$ cat config.mk
export PLATFORM = sky130hd
export DESIGN_NAME = mm_loader_flat
export DESIGN_NICKNAME = d
export VERILOG_FILES = /design/src/rtl/mm_loader_if.sv /design/src/rtl/mm_loader.sv /design/src/flat_wrapper.sv
export SDC_FILE = /design/constraint.sdc
export NUM_CORES = 1
export LEC_CHECK = 0
export CAP_MARGIN = 30
export CORE_UTILIZATION = 30
export CTS_CLUSTER_DIAMETER = 200
export DETAILED_ROUTE_END_ITERATION = 12
export SYNTH_ARGS = -nofsm -noshare
export SYNTH_HDL_FRONTEND = slang
export SYNTH_SLANG_ARGS = --single-unit
$ cat constraint.sdc
create_clock -name clk -period 6.4 [get_ports clk]
set_clock_uncertainty 0.1 [all_clocks]
set_input_delay 1.28 -clock clk [delete_from_list [all_inputs] [get_ports clk]]
set_output_delay 1.28 -clock clk [all_outputs]
set_load 0.02 [all_outputs]
$ cat src/rtl/mm_loader_if.sv
// -----------------------------------------------------------------------------
// mm_loader_if -- bus bundle between mm_loader and its surroundings.
//
// Groups the two source-memory read ports, the activation and weight FIFO write
// ports of the mm systolic wrapper, and the mm run/done handshake.
//
//   act_rd_addr  activation memory address (column k)
//   act_rd_data  combinational activation read, lane r = A[r][k]
//   w_rd_addr    weight memory address (column k)
//   w_rd_data    combinational weight read, lane r = W[r][k], LSB-aligned
//   act_din      activation FIFO data, one ACT_WIDTH lane per row
//   wr_en_act    activation FIFO write strobe (shared by all lanes)
//   act_full     per-lane activation FIFO full
//   w_din        weight FIFO data, one bit per column lane
//   wr_en_w      weight FIFO write strobe (shared by all lanes)
//   w_full       per-lane weight FIFO full
//   active       mm.active
//   mm_done      mm.done
//
// master: the loader side.  slave: memories, FIFOs and the mm wrapper.
// -----------------------------------------------------------------------------
interface mm_loader_if #(
  parameter int ACT_WIDTH = 16,
  parameter int N         = 2,
  parameter int K         = 2,
  parameter int MAX_PREC  = 8
);
  localparam int ADDR_W = $clog2(K) + 1;

  logic [ADDR_W-1:0]      act_rd_addr;
  logic [N*ACT_WIDTH-1:0] act_rd_data;
  logic [ADDR_W-1:0]      w_rd_addr;
  logic [N*MAX_PREC-1:0]  w_rd_data;
  logic [N*ACT_WIDTH-1:0] act_din;
  logic                   wr_en_act;
  logic [N-1:0]           act_full;
  logic [N-1:0]           w_din;
  logic                   wr_en_w;
  logic [N-1:0]           w_full;
  logic                   active;
  logic                   mm_done;

  modport master (
    output act_rd_addr, w_rd_addr, act_din, wr_en_act, w_din, wr_en_w, active,
    input  act_rd_data, w_rd_data, act_full, w_full, mm_done
  );

  modport slave (
    input  act_rd_addr, w_rd_addr, act_din, wr_en_act, w_din, wr_en_w, active,
    output act_rd_data, w_rd_data, act_full, w_full, mm_done
  );
endinterface

$ cat src/rtl/mm_loader.sv
// -----------------------------------------------------------------------------
// mm_loader -- host-side feeder for the mm systolic wrapper.
//
// On an accepted start it copies K activation columns from the activation
// memory into the per-row act FIFOs (one column per cycle), then serialises the
// K weight columns LSB-first into the per-column 1-bit weight FIFOs (K*prec
// writes), idles GAP_CYCLES cycles, drives mm.active for K*prec cycles and waits
// for a fresh rising edge of mm.done before pulsing finish.
//
// Ports:
//   clk        clock
//   rst        synchronous reset, active low
//   start      one-cycle request, honoured only in IDLE
//   precision  weight bit count 1..MAX_PREC, latched on an accepted start
//   busy       high whenever the loader is not IDLE
//   finish     one-cycle completion pulse
//   err        sticky error; cleared by reset or the next accepted start
//   bus        mm_loader_if.master (memory reads, FIFO writes, active/done)
//
// Optional feature (macro MM_LOADER_TIMEOUT_EN): a watchdog in WAIT_DONE. If
// TIMEOUT cycles pass without a mm_done rising edge, err is set, finish pulses
// and the loader returns to IDLE. Without the macro WAIT_DONE waits forever.
// -----------------------------------------------------------------------------
module mm_loader #(
  parameter int ACT_WIDTH  = 16,
  parameter int N          = 2,
  parameter int K          = 2,
  parameter int MAX_PREC   = 8,
  parameter int GAP_CYCLES = 2,
  parameter int TIMEOUT    = 1024
) (
  input  logic        clk,
  input  logic        rst,
  input  logic        start,
  input  logic [3:0]  precision,
  output logic        busy,
  output logic        finish,
  output logic        err,
  mm_loader_if.master bus
);

  localparam int ADDR_W   = $clog2(K) + 1;
  localparam int P_W      = (MAX_PREC > 1) ? $clog2(MAX_PREC) : 1;
  // One shared counter serves GAP, RUN and the watchdog; it is sized for the
  // largest of the three so both builds keep the same register layout.
  localparam int RUN_MAX  = K * MAX_PREC;
  localparam int CNT_MAX0 = (RUN_MAX > GAP_CYCLES) ? RUN_MAX : GAP_CYCLES;
  localparam int CNT_MAX  = (CNT_MAX0 > TIMEOUT) ? CNT_MAX0 : TIMEOUT;
  localparam int CNT_W    = $clog2(CNT_MAX + 1);

  localparam logic [ADDR_W-1:0] K_LAST   = ADDR_W'(K - 1);
  localparam logic [CNT_W-1:0]  GAP_LAST = CNT_W'((GAP_CYCLES > 0) ? GAP_CYCLES - 1 : 0);
`ifdef MM_LOADER_TIMEOUT_EN
  localparam logic [CNT_W-1:0]  WD_LAST  = CNT_W'(TIMEOUT - 1);
`endif

  typedef enum logic [2:0] {
    IDLE,
    LOAD_ACT,
    LOAD_W,
    GAP,
    RUN,
    WAIT_DONE
  } state_t;

  state_t            state_q, state_d;
  logic [ADDR_W-1:0] k_q, k_d;       // column index, shared by both load phases
  logic [P_W-1:0]    p_q, p_d;       // weight bit index inside a column
  logic [CNT_W-1:0]  cnt_q, cnt_d;   // GAP / RUN / watchdog cycle counter
  logic [3:0]        prec_q, prec_d;
  logic              err_q, err_d;
  logic              done_prev_q;

  logic              prec_ok;
  logic              done_rise;
  logic [P_W-1:0]    p_last;
  logic [CNT_W-1:0]  run_last;
  logic              wr_en_act_c;
  logic              wr_en_w_c;
  logic              active_c;
  logic              finish_c;
  logic [MAX_PREC-1:0] w_lane [N];

  // ---------------------------------------------------------------------------
  // Derived conditions
  // ---------------------------------------------------------------------------
  assign prec_ok   = (precision != 4'd0) && (int'(precision) <= MAX_PREC);
  // Only a 0->1 transition seen while waiting counts; a level that was already
  // high when WAIT_DONE was entered has done_prev_q set and is ignored.
  assign done_rise = bus.mm_done & ~done_prev_q;
  assign p_last    = P_W'(prec_q - 4'd1);
  assign run_last  = CNT_W'(K) * CNT_W'(prec_q) - CNT_W'(1);

  // ---------------------------------------------------------------------------
  // Datapath: addresses follow k, activations pass straight through, and each
  // weight lane contributes bit p of its current column.
  // ---------------------------------------------------------------------------
  assign bus.act_rd_addr = k_q;
  assign bus.w_rd_addr   = k_q;
  assign bus.act_din     = bus.act_rd_data;

  always_comb begin
    for (int r = 0; r < N; r++) begin
      w_lane[r]    = bus.w_rd_data[r*MAX_PREC +: MAX_PREC];
      bus.w_din[r] = w_lane[r][p_q];
    end
  end

  // ---------------------------------------------------------------------------
  // FSM next-state and outputs
  // ---------------------------------------------------------------------------
  always_comb begin
    // NOTE: every signal written here gets a default first, so no path can
    // leave one unassigned and infer a latch.
    state_d     = state_q;
    k_d         = k_q;
    p_d         = p_q;
    cnt_d       = cnt_q;
    prec_d      = prec_q;
    err_d       = err_q;
    wr_en_act_c = 1'b0;
    wr_en_w_c   = 1'b0;
    active_c    = 1'b0;
    finish_c    = 1'b0;

    unique case (state_q)
      IDLE: begin
        if (start) begin
          if (prec_ok) begin
            prec_d  = precision;
            err_d   = 1'b0;
            k_d     = '0;
            p_d     = '0;
            cnt_d   = '0;
            state_d = LOAD_ACT;
          end else begin
            err_d = 1'b1;
          end
        end
      end

      LOAD_ACT: begin
        // A full flag on any lane stalls the shared strobe and holds k.
        if (!(|bus.act_full)) begin
          wr_en_act_c = 1'b1;
          if (k_q == K_LAST) begin
            k_d     = '0;
            state_d = LOAD_W;
          end else begin
            k_d = k_q + 1'b1;
          end
        end
      end

      LOAD_W: begin
        // p is the inner loop (bits LSB-first), k the outer loop (columns).
        if (!(|bus.w_full)) begin
          wr_en_w_c = 1'b1;
          if (p_q == p_last) begin
            p_d = '0;
            if (k_q == K_LAST) begin
              k_d     = '0;
              cnt_d   = '0;
              state_d = (GAP_CYCLES > 0) ? GAP : RUN;
            end else begin
              k_d = k_q + 1'b1;
            end
          end else begin
            p_d = p_q + 1'b1;
          end
        end
      end

      GAP: begin
        if (cnt_q == GAP_LAST) begin
          cnt_d   = '0;
          state_d = RUN;
        end else begin
          cnt_d = cnt_q + 1'b1;
        end
      end

      RUN: begin
        active_c = 1'b1;
        if (cnt_q == run_last) begin
          cnt_d   = '0;
          state_d = WAIT_DONE;
        end else begin
          cnt_d = cnt_q + 1'b1;
        end
      end

      WAIT_DONE: begin
        if (done_rise) begin
          finish_c = 1'b1;
          cnt_d    = '0;
          state_d  = IDLE;
        end
`ifdef MM_LOADER_TIMEOUT_EN
        else if (cnt_q == WD_LAST) begin
          finish_c = 1'b1;
          err_d    = 1'b1;
          cnt_d    = '0;
          state_d  = IDLE;
        end else begin
          cnt_d = cnt_q + 1'b1;
        end
`endif
      end

      default: begin
        state_d = IDLE;
      end
    endcase
  end

  // ---------------------------------------------------------------------------
  // State register
  // ---------------------------------------------------------------------------
  always_ff @(posedge clk) begin
    // NOTE: sequential state uses non-blocking assignments so every register
    // samples the pre-edge values regardless of statement order.
    if (!rst) begin
      state_q     <= IDLE;
      k_q         <= '0;
      p_q         <= '0;
      cnt_q       <= '0;
      prec_q      <= '0;
      err_q       <= 1'b0;
      done_prev_q <= 1'b0;
    end else begin
      state_q     <= state_d;
      k_q         <= k_d;
      p_q         <= p_d;
      cnt_q       <= cnt_d;
      prec_q      <= prec_d;
      err_q       <= err_d;
      done_prev_q <= bus.mm_done;
    end
  end

  // ---------------------------------------------------------------------------
  // Outputs
  // ---------------------------------------------------------------------------
  assign bus.wr_en_act = wr_en_act_c;
  assign bus.wr_en_w   = wr_en_w_c;
  assign bus.active    = active_c;
  assign finish        = finish_c;
  assign busy          = (state_q != IDLE);
  assign err           = err_q;

endmodule

$ cat src/flat_wrapper.sv
// flat-port wrapper written by rule: the top's interface ports become plain ports
module mm_loader_flat 
#(
  parameter int ACT_WIDTH  = 16,
  parameter int N          = 2,
  parameter int K          = 2,
  parameter int MAX_PREC   = 8,
  parameter int GAP_CYCLES = 2,
  parameter int TIMEOUT    = 1024
)
  (clk, rst, start, precision, busy, finish, err, bus_act_rd_addr, bus_w_rd_addr, bus_act_din, bus_wr_en_act, bus_w_din, bus_wr_en_w, bus_active, bus_act_rd_data, bus_w_rd_data, bus_act_full, bus_w_full, bus_mm_done);
  mm_loader_if #(.ACT_WIDTH(ACT_WIDTH), .N(N), .K(K), .MAX_PREC(MAX_PREC)) bus_i ();
  input  logic clk;
  input  logic rst;
  input  logic start;
  input  logic [3:0] precision;
  output logic busy;
  output logic finish;
  output logic err;
  output wire logic [$bits(bus_i.act_rd_addr)-1:0] bus_act_rd_addr;
  output wire logic [$bits(bus_i.w_rd_addr)-1:0] bus_w_rd_addr;
  output wire logic [$bits(bus_i.act_din)-1:0] bus_act_din;
  output wire logic [$bits(bus_i.wr_en_act)-1:0] bus_wr_en_act;
  output wire logic [$bits(bus_i.w_din)-1:0] bus_w_din;
  output wire logic [$bits(bus_i.wr_en_w)-1:0] bus_wr_en_w;
  output wire logic [$bits(bus_i.active)-1:0] bus_active;
  input wire logic [$bits(bus_i.act_rd_data)-1:0] bus_act_rd_data;
  input wire logic [$bits(bus_i.w_rd_data)-1:0] bus_w_rd_data;
  input wire logic [$bits(bus_i.act_full)-1:0] bus_act_full;
  input wire logic [$bits(bus_i.w_full)-1:0] bus_w_full;
  input wire logic [$bits(bus_i.mm_done)-1:0] bus_mm_done;
  assign bus_act_rd_addr = bus_i.act_rd_addr;
  assign bus_w_rd_addr = bus_i.w_rd_addr;
  assign bus_act_din = bus_i.act_din;
  assign bus_wr_en_act = bus_i.wr_en_act;
  assign bus_w_din = bus_i.w_din;
  assign bus_wr_en_w = bus_i.wr_en_w;
  assign bus_active = bus_i.active;
  assign bus_i.act_rd_data = bus_act_rd_data;
  assign bus_i.w_rd_data = bus_w_rd_data;
  assign bus_i.act_full = bus_act_full;
  assign bus_i.w_full = bus_w_full;
  assign bus_i.mm_done = bus_mm_done;
  mm_loader #(.ACT_WIDTH(ACT_WIDTH), .N(N), .K(K), .MAX_PREC(MAX_PREC), .GAP_CYCLES(GAP_CYCLES), .TIMEOUT(TIMEOUT)) u_core (.clk(clk), .rst(rst), .start(start), .precision(precision), .busy(busy), .finish(finish), .err(err), .bus(bus_i));
endmodule
==> impl_metrics.yaml <==
run_status:
  status: "complete, no violations"
timing:
  fmax_ghz: 0.232
  finalSetupViolCount: 0
  worst_slack_ns: 2.08
  post-route-period-util: 0.675
  slew_violations: 0
  fin_setup_tns_ns: 0
  slew-limit-headroom: 0.641
  period_needed_ns: 4.32
  worst_slew_pin_slew_ns: 0.538
  final_hold_viol_count: 0
  rsz0062_at_grt: "false"
cts:
  cts.clk_slew.worst_paths_ns: 0.08
  clockBufferDepth: 2
  post_cts_buffers: 0
  clock_sinks: 25
  cts_hold_buf: 0
  cts_resized: 0
  root_buffer: "clkbuf_8"
  numCtsBuffers: 3
  cts_tree: "done"
  ctsHtreeMaxLevel: 1
  clk_latency_ns: 0.27
drt:
  vias: 1568
  drcViolationCount: 0
  firstDrtPassIters: 4
  ant_nets: 0
  drt_iter0_markers: 63
  routed_wl_mm: 4.16
  post_drt_via_cell_ratio: 5.24
  detail_route.wl_per_cell_um: 13.9
global_route:
  grt_antenna_before_repair: 0
  grt.overflow.total: 0
  grt_pass1_vias: 1507
  grt_usage: 0.133
  grt_max_degree: 17
  grt_pass1_wl_mm: 6.93
yosys:
  yosys_warnings: 0
  yosys_register_bits: 25
  syn-num-nets: 286
  seq_area_frac_synth: 0.260
  yosysUniqueCellTypes: 54
  synth.top_cell.area_share: 0.260
  synth_area_leaders: "dfxtp_1, buf_4, mux4_2"
  yosys.cell_count.top_type: "buf_4"
  synth_ff_type: "dfxtp_1"
  synth_common_cells: "buf_4, dfxtp_1, nor2_1"
  synth_top_cell_by_area: "dfxtp_1"
  avgSynthCellArea_um2: 8.66
  synthCells: 222
  syn_area_um2: 1920
  async_flop_share: 0
  synth-edff-count: 0
worst_setup_path:
  crit_buf_inv: 2
  cp_max_fo: 1
  critPathTopFamily: "buffers and inverters"
  worstSetupStartpointType: "primary input"
  crit_chain: "clkdlybuf4s50_1, mux4_2, mux2_2, clkdlybuf4s50_1"
  rr_worst_depth: 8
  crit_top_cell: "clkdlybuf4s50_1"
  critPathCaptureType: "primary output"
  arrival_ns: 2.94
  criticalPathCategory: "in -> out"
  required_ns: 5.02
  slowest_stage: "clkdlybuf4s50_1"
  path_depth: 4
  crit_path_max_incr_delay_ns: 0.53
power:
  p_seq_frac: 0.373
  leakage_nw: 0.770
  clkPwrFrac: 0.176
  powerDensity_nw_per_um2: 250
  p_switching_mw: 0.208
  p_sw_frac: 0.386
  pwr-share-comb: 0.451
  peakVddDrop_uv: 94.3
  total_power_mw: 0.540
  p_int_mw: 0.331
place:
  pre_cts_ws_ns: 2.08
  portBuffers: 39
  place.gp.congestion: 0.763
  hpwlAfterDp_mm: 3.11
floorplan:
  die_h_um: 82.1
  rows: 28
  die-area_um2: 6730
  io_pins: 104
  die-width_um: 82.1
  core-area_um2: 6060
  start_util: 0.317
final_layout:
  drive_above_1_share: 0.0804
  fin_nets: 289
  syn_to_final_growth_pct: 12.2
  diodes: 0
min_path:
  hp-class: "reg -> reg"
  worstHoldPathCells: 2
job:
  drv_cap: 0
## routing by layer
metal  part of all wire  vias up  global-route usage
li1                   -      774                   -
met1               0.47      748               0.163
met2               0.45       39               0.222
met3              0.070        7              0.0333
met4              0.011        0              0.0474
met5                  0        -                   0
## registers in the layout, indices dropped and copies added (netlist names)
name	cells
u_core.prec_q	4
u_core.bus.act_rd_addr	2
u_core.err	1
u_core.p_q	3
u_core.cnt_q	11
u_core.state_q	3
u_core.done_prev_q	1
## kinds of logic after synthesis
kind of cell,share of synthesized area
compound gates,0.181
xor+xnor,0.0664
fa+ha+maj,0.0260
buf+inv,0.178
flops,0.260
mux,0.0846
simple gates,0.204
## stage by stage
| step | cell area (µm²) | hold slack [ns] | utilization | cells |
|---|---|---|---|---|
| 3_5_place_dp | 2110 | 0.402 | 0.349 | 295 |
| 2_1_floorplan | 1920 | 0.372 | - | 222 |
| 6_report | 2160 | 0.419 | 0.356 | 299 |
| 5_1_grt | 2160 | 0.449 | 0.356 | 299 |
| 3_3_place_gp | 2110 | 0.406 | 0.349 | 295 |
| 4_1_cts | 2160 | 0.428 | 0.356 | 299 |
## worst register-to-register path, delay by kind of cell, from the launching register on
| family | cells | cell delay (ns) |
|---|---|---|
| XOR/XNOR | 1 | 0.17 |
| adder cells (fa/ha/maj) | 1 | 0.34 |
| AO/OA/AOI/OAI | 3 | 0.61 |
| buffers and inverters | 1 | 0.07 |
| AND/OR/NAND/NOR | 2 | 0.71 |
| flip-flops | 1 | 0.44 |
## cells in the final DEF, fill, tap and decap left out, types with 4 or more instances in the layout
cell type	Yosys	final
nand2_1	6	6
o21ai_0	8	8
a31oi_1	5	5
inv_1	11	11
mux2i_1	5	5
xnor2_1	7	7
nand3_1	7	7
mux4_2	4	4
xor2_1	5	5
nor2_1	16	16
dfxtp_1	25	25
ha_1	4	4
clkdlybuf4s50_1	0	39
nand3b_1	4	4
a21oi_1	12	12
nor3_1	9	9
## power groups by stage
| stage | Combinational, mW | Clock [mW] | Sequential (mW) |
|---|---|---|---|
| 2_1_floorplan | 0.213 | 0 | 0.191 |
| 3_3_place_gp | 0.242 | 0 | 0.205 |
| 3_5_place_dp | 0.244 | 0 | 0.204 |
| 4_1_cts | 0.245 | 0.100 | 0.201 |
| 5_1_grt | 0.269 | 0.106 | 0.205 |
| 6_report | 0.244 | 0.0948 | 0.201 |
## final timing paths
| kind | startpoint | end | slack (ns) |
|---|---|---|---|
| hold reg to reg | u_core.err$_SDFFE_PN0P_ | u_core.err$_SDFFE_PN0P_ | 0.42 |
| hold / removal | u_core.err$_SDFFE_PN0P_ | u_core.err$_SDFFE_PN0P_ | 0.42 |
| setup / recovery | bus_w_rd_data[2] | bus_w_din[0] | 2.08 |
| setup reg to reg | u_core.prec_q[0]$_SDFFE_PN0P_ | u_core.state_q[1]$_SDFFE_PN0P_ | 3.89 |
## layout make-up
| type | count | area, µm² |
|---|---|---|
| Tap cell | 75 | 93.8 |
| Sequential cell | 25 | 500 |
| Inverter | 11 | 41.3 |
| Clock buffer | 4 | 45.0 |
| Multi-Input combinational cell | 144 | 1080 |
| Timing Repair Buffer | 40 | 398 |
| Fill cell | 641 | 3900 |
(Power assumes the default switching activity.)
==> variant 1: new RTL, config.mk and constraints unchanged <==
`GAP_CYCLES` is set to 2 in 2 places; all go to 1.
--- a/src/rtl/mm_loader.sv
+++ b/src/rtl/mm_loader.sv
@@ -28,3 +28,3 @@
   parameter int MAX_PREC   = 8,
-  parameter int GAP_CYCLES = 2,
+  parameter int GAP_CYCLES = 1,
   parameter int TIMEOUT    = 1024
--- a/src/flat_wrapper.sv
+++ b/src/flat_wrapper.sv
@@ -7,3 +7,3 @@
   parameter int MAX_PREC   = 8,
-  parameter int GAP_CYCLES = 2,
+  parameter int GAP_CYCLES = 1,
   parameter int TIMEOUT    = 1024
Function: changed (Yosys sat finds a counterexample within 10 cycles, from zero or initial values and one cycle with rst low).
==> variant 1 against the unedited design <==
- sequential cell count unchanged
- register-to-register slack got worse by 0.21 ns
- global-route usage shrank 0.79 points
- total power up 6.6%
- final area decreased by 0.52%
- via count increased by 1.3%
- sequential power grew 4%
- worst setup slack worse by 0.0019 ns
- wire length shrank 2.9%
- area after synthesis shrank 1.2%
- clock power rose by 2%
==> variant 1: results (changes against the unedited design) <==
route:
  wl_met1_mm: 1.92  # -2.3%
  drt_iter0_markers: 53  # -16%
  wl_met2_mm: 1.79  # -3.7%
  drt_pass1_iterations: 4  # unchanged
  routedWlPerCell_um: 13.2  # -5.4%
  wl_met3_um: 253  # -14%
  wirelength_mm: 4.04  # -2.9%
  via_count: 1588  # +1.3%
global_route:
  track_usage_pct: 12.5  # -0.79 points
  grt.met2_usage_pct: 19.9  # -2.3 points
  grt_pass1_wl_mm: 6.51  # -6.1%
  use_met1_pct: 16.2  # -0.14 points
  grt_pass1_vias: 1471  # -2.4%
  grt.met3_usage_pct: 1.67  # -1.7 points
  grt_max_degree: 21  # +4
synth:
  postSynthCellCount: 232  # +4.5%
  ys_top_cells_by_area: "dfxtp_1, buf_4, mux4_2"
  synth_cell_types: 43  # -20%
  synth_common_cells: "buf_4, dfxtp_1, nor2_1, nand2_1, nor3_1"
  syn-num-nets: 296  # +3.5%
  yosysWarnings: 0  # unchanged
  seq_area_frac_synth_pct: 26.3  # +0.31 points
clock_tree:
  path_clk_slew_ns: 0.09
  postCtsSetupBuffers: 0  # unchanged
  cts_buffers: 3  # unchanged
  clockBufferDepth: 2  # unchanged
  root_buffer: "clkbuf_8"
sta:
  worst_pin_slew_ns: 0.878  # +0.340 ns
place:
  port_buffers: 39  # unchanged
  place_congestion: 0.823  # +7.8%
  place_ws_ns: 2.07  # -0.00848 ns
  dp_hpwl_mm: 3.08  # -0.76%
pwr:
  intPower_mw: 0.342  # +3.3%
  pwr-share-seq_pct: 36.5  # -0.8 points
  switching_share_pct: 40.5  # +1.9 points
  power.leakage_nw: 0.721  # -6.4%
  vdd_drop_max_v: 0.000156  # +65%
  pwr-share-comb_pct: 46.8  # +1.7 points
setup_path:
  critPathSlowestCell: "clkdlybuf4s50_1"
  arrival_ns: 2.94  # about the same
  crit_family: "buffers and inverters"
  crit_path_max_incr_delay_ns: 0.53  # about the same
outcome:
  status: "finished clean"
final_layout:
  drive_gt1_share_pct: 7.33  # -0.71 points
==> variant 1: cell count changes after synthesis, sizes merged, moves of 4 or more <==
cell    before  now
clkbuf       2    7
nand3        7   11
buf         40   36
and3         3    7
nand2        6   16
xor2         5    1
==> variant 1: kinds of logic after synthesis <==
logic type,count (synthesis),share of synthesized area [%]
compound gates,40,14.5
xor+xnor,11,5.86
fa+ha+maj,4,2.63
buf+inv,54,17.5
flops,25,26.3
mux,12,9.15
simple gates,86,24.0
==> variant 1: layout make-up <==
class	instances	area, um2
inverter	11	41.3
fill	632	3880
clock buffer	3	41.3
sequential	25	500
tap	75	93.8
clock inverter	1	7.51
multi-input combinational	153	1070
timing repair buffer	39	390
==> variant 1: worst register-to-register path: stages, from the launching register on <==
cell	delay (ns)
dfxtp_1	0.38
inv_1	0.08
ha_1	0.20
or3b_1	0.41
or4_1	0.56
a21oi_2	0.22
a21oi_2	0.15
and3_1	0.23
a311o_1	0.30
==> variant 1: path summary, 6_finish.rpt <==
| kind | slack [ns] | end | startpoint | cells after the start |
|---|---|---|---|---|
| max | 2.08 | bus_w_din[0] | bus_w_rd_data[3] | 4 |
| min | 0.40 | u_core.bus.act_rd_addr[1] | u_core.bus.act_rd_addr[1] | 2 |
| max reg2reg | 3.68 | u_core.state_q[1] | u_core.prec_q[0] | 8 |
| min reg2reg | 0.40 | u_core.bus.act_rd_addr[1] | u_core.bus.act_rd_addr[1] | 2 |
==> variant 1: stage by stage <==
step | hold slack (ns) | cell area [um2]
6_report | 0.397 | 2150
5_1_grt | 0.428 | 2150
4_1_cts | 0.406 | 2150
3_5_place_dp | 0.391 | 2100
3_3_place_gp | 0.392 | 2100
2_1_floorplan | 0.359 | 1900
==> variant 2: new RTL, same settings <==
Without the edit above. Make the reset (`rst`) asynchronous in one clocked block. Comments in the files are not updated.
--- a/src/rtl/mm_loader.sv
+++ b/src/rtl/mm_loader.sv
@@ -219,3 +219,3 @@
   // ---------------------------------------------------------------------------
-  always_ff @(posedge clk) begin
+  always_ff @(posedge clk or negedge rst) begin
     // NOTE: sequential state uses non-blocking assignments so every register
Formal check against the unedited RTL: differs if rst is asserted again (counterexample within 4 cycles, from zero or initial values and one cycle with rst low); with rst held inactive, the same outputs for 10 cycles.
==> variant 2 against the unedited design <==
- the flow now finishes with violations (design-rule violations)
- register-to-register slack got worse by 0.13 ns
- area after synthesis grew 5.3%
- sequential cell count unchanged
- wire length grew 3.8%
- core utilization fell by 0.21 points
- first-iteration DRC count is 29% higher
- final area is 5.3% higher
- synthesized cell count up 5.9%
- non-clock buffer count up 2
- worst setup slack got worse by 0.021 ns
- via count is 2.9% higher
Power is not compared: it rests on default switching activity, and its combinational part moved more than twofold at a synthesized area within 25%.
==> variant 2: results (changes against the unedited design) <==
route:
  wl_met2_mm: 2.05  # +11%
  wl_met1_mm: 2.06  # +5.1%
  top_layer: "met4"
  wl_met3_um: 198  # -32%
  wirelength_mm: 4.32  # +3.8%
  drc: 16  # +16
  via_count: 1614  # +2.9%
  drt_pass1_iterations: 8  # +4
  drt_iter0_markers: 81  # +29%
setup_path:
  crit_path_max_incr_delay_ns: 0.54
  rr_worst_depth: 9  # +1
  crit_family: "buffers and inverters"
  critPathSlowestCell: "clkdlybuf4s50_1"
  arrival_ns: 2.96  # +0.02 ns
  r2r_slack_ns: 3.76  # -0.13 ns
  r2r_end: "u_core.cnt_q[4]"
  crit_path_start: "bus_w_rd_data[15]"
  r2r-start: "u_core.prec_q[0]"
  crit_fanout: 1  # unchanged
synth:
  synth-main-ff-cell: "dfrtp_1"
  seq_area_frac_synth_pct: 30.9  # +4.9 points
  syn-num-nets: 299  # +4.5%
  synth_common_cells: "buf_4, nand2_1, dfrtp_1, nor2_1, o21ai_0"
  yosysWarnings: 0  # unchanged
  synth_cell_types: 48  # -11%
  ys_top_cells_by_area: "dfrtp_1, buf_4, nand2_1"
  async_reset_ff_share_pct: 100  # +100 points
clock_tree:
  path_clk_slew_ns: 0.08  # about the same
  cts_max_level: 1  # unchanged
  clockBufferDepth: 2  # unchanged
  cts_buffers: 3  # unchanged
  root_buffer: "clkbuf_8"
  postCtsSetupBuffers: 0  # unchanged
  ctsResizeCount: 0  # unchanged
  insertion_delay_ns: 0.28
place:
  dp_hpwl_mm: 3.27  # +5.2%
  place_congestion: 0.747  # -2.1%
  place_ws_ns: 2.05  # -0.0259 ns
  port_buffers: 39  # unchanged
outcome:
  violations: "design-rule violations"
  status: "finished, violations left"
hold_path:
  holdPathEnd: "u_core.cnt_q[0]"
  hold_start: "u_core.cnt_q[0]"
  hp-class: "reg2reg"
  worstHoldPathCells: 1  # -1
global_route:
  grt_max_degree: 26  # +9
  grt_pass1_wl_mm: 7.26  # +4.7%
  antenna_found_initial: 0  # unchanged
  track_usage_pct: 12.5  # -0.81 points
final_layout:
  largestRegisters: "u_core.cnt_q: 11 flops, u_core.prec_q: 4 flops"
  n_antenna_cell: 0  # unchanged
  drive_gt1_share_pct: 11.0  # +3.0 points
  mostFrequentLayoutCell: "clkdlybuf4s50_1"
pwr:
  power.leakage_nw: 0.886
  vdd_drop_max_v: 0.000146
sta:
  relSlewSlack_pct: 64.9  # +0.84 points
run:
  cap_viol_max_count: 0  # unchanged
[variant 2: cell count changes after synthesis, moves of 5 or more]
cell      unedited run  this run
a21oi_1             12         7
dfrtp_1              0        25
dfxtp_1             25         0
mux2_2               2         8
nand2_1              6        26
o211ai_1             2         8
xnor2_1              7         2
[variant 2: logic make-up (layout without fill, tap and decap cells)]
| kind of cell | Yosys count | in the layout | synth area share (%) |
|---|---|---|---|
| and+or+nand+nor | 86 | 86 | 21.0 |
| buffers and inverters | 52 | 53 | 16.4 |
| AOI/OAI and AO/OA | 49 | 49 | 16.5 |
| DFF | 25 | 25 | 30.9 |
| muxes | 13 | 13 | 9.39 |
| xor gates and xnor gates | 6 | 6 | 3.28 |
| adders and majority gates | 4 | 4 | 2.47 |
[variant 2: how the worst max path moves through the flow]
stage / endpoint / slack, ns / cells after the start
after global placement: bus_w_din[1] / 2.09 / 4
after floorplan: bus_wr_en_w / 2.96 / 1
after detailed placement: bus_w_din[1] / 2.05 / 4
after CTS: bus_w_din[1] / 2.05 / 4
after global routing: bus_w_din[1] / 2.02 / 4
final: bus_w_din[1] / 2.06 / 4
[variant 2: layout make-up]
cell class	instances	area, um2
flip-flops and latches	25	626
clock buffers	3	41.3
multi-input cells	158	1070
inverters	7	26.3
fillers	640	4150
well taps	77	96.3
clock inverters	1	5.00
repair buffers	42	413
[variant 2: layer usage]
layer | up-vias | GRT usage, %
met5 | - | 0
met4 | 0 | 2.82
met3 | 4 | 3.34
met2 | 30 | 20.9
met1 | 774 | 16.1
li1 | 806 | -
[variant 2: metrics by stage]
step | power [mW] | std cells | area [um2] | hold WS (ns)
after floorplan | 0.741 | 235 | 2020 | 0.403
after global placement | 0.849 | 309 | 2230 | 0.442
after detailed placement | 0.859 | 309 | 2230 | 0.451
after CTS | 0.959 | 313 | 2270 | 0.471
after global routing | 1.04 | 313 | 2270 | 0.510
final | 0.949 | 313 | 2270 | 0.464
[variant 2: power by group]
group | switching, mW | leakage [nW] | internal [mW]
clock | 0.0527 | 0.0255 | 0.0436
sequential | 0.107 | 0.323 | 0.217
combinational | 0.273 | 0.538 | 0.255
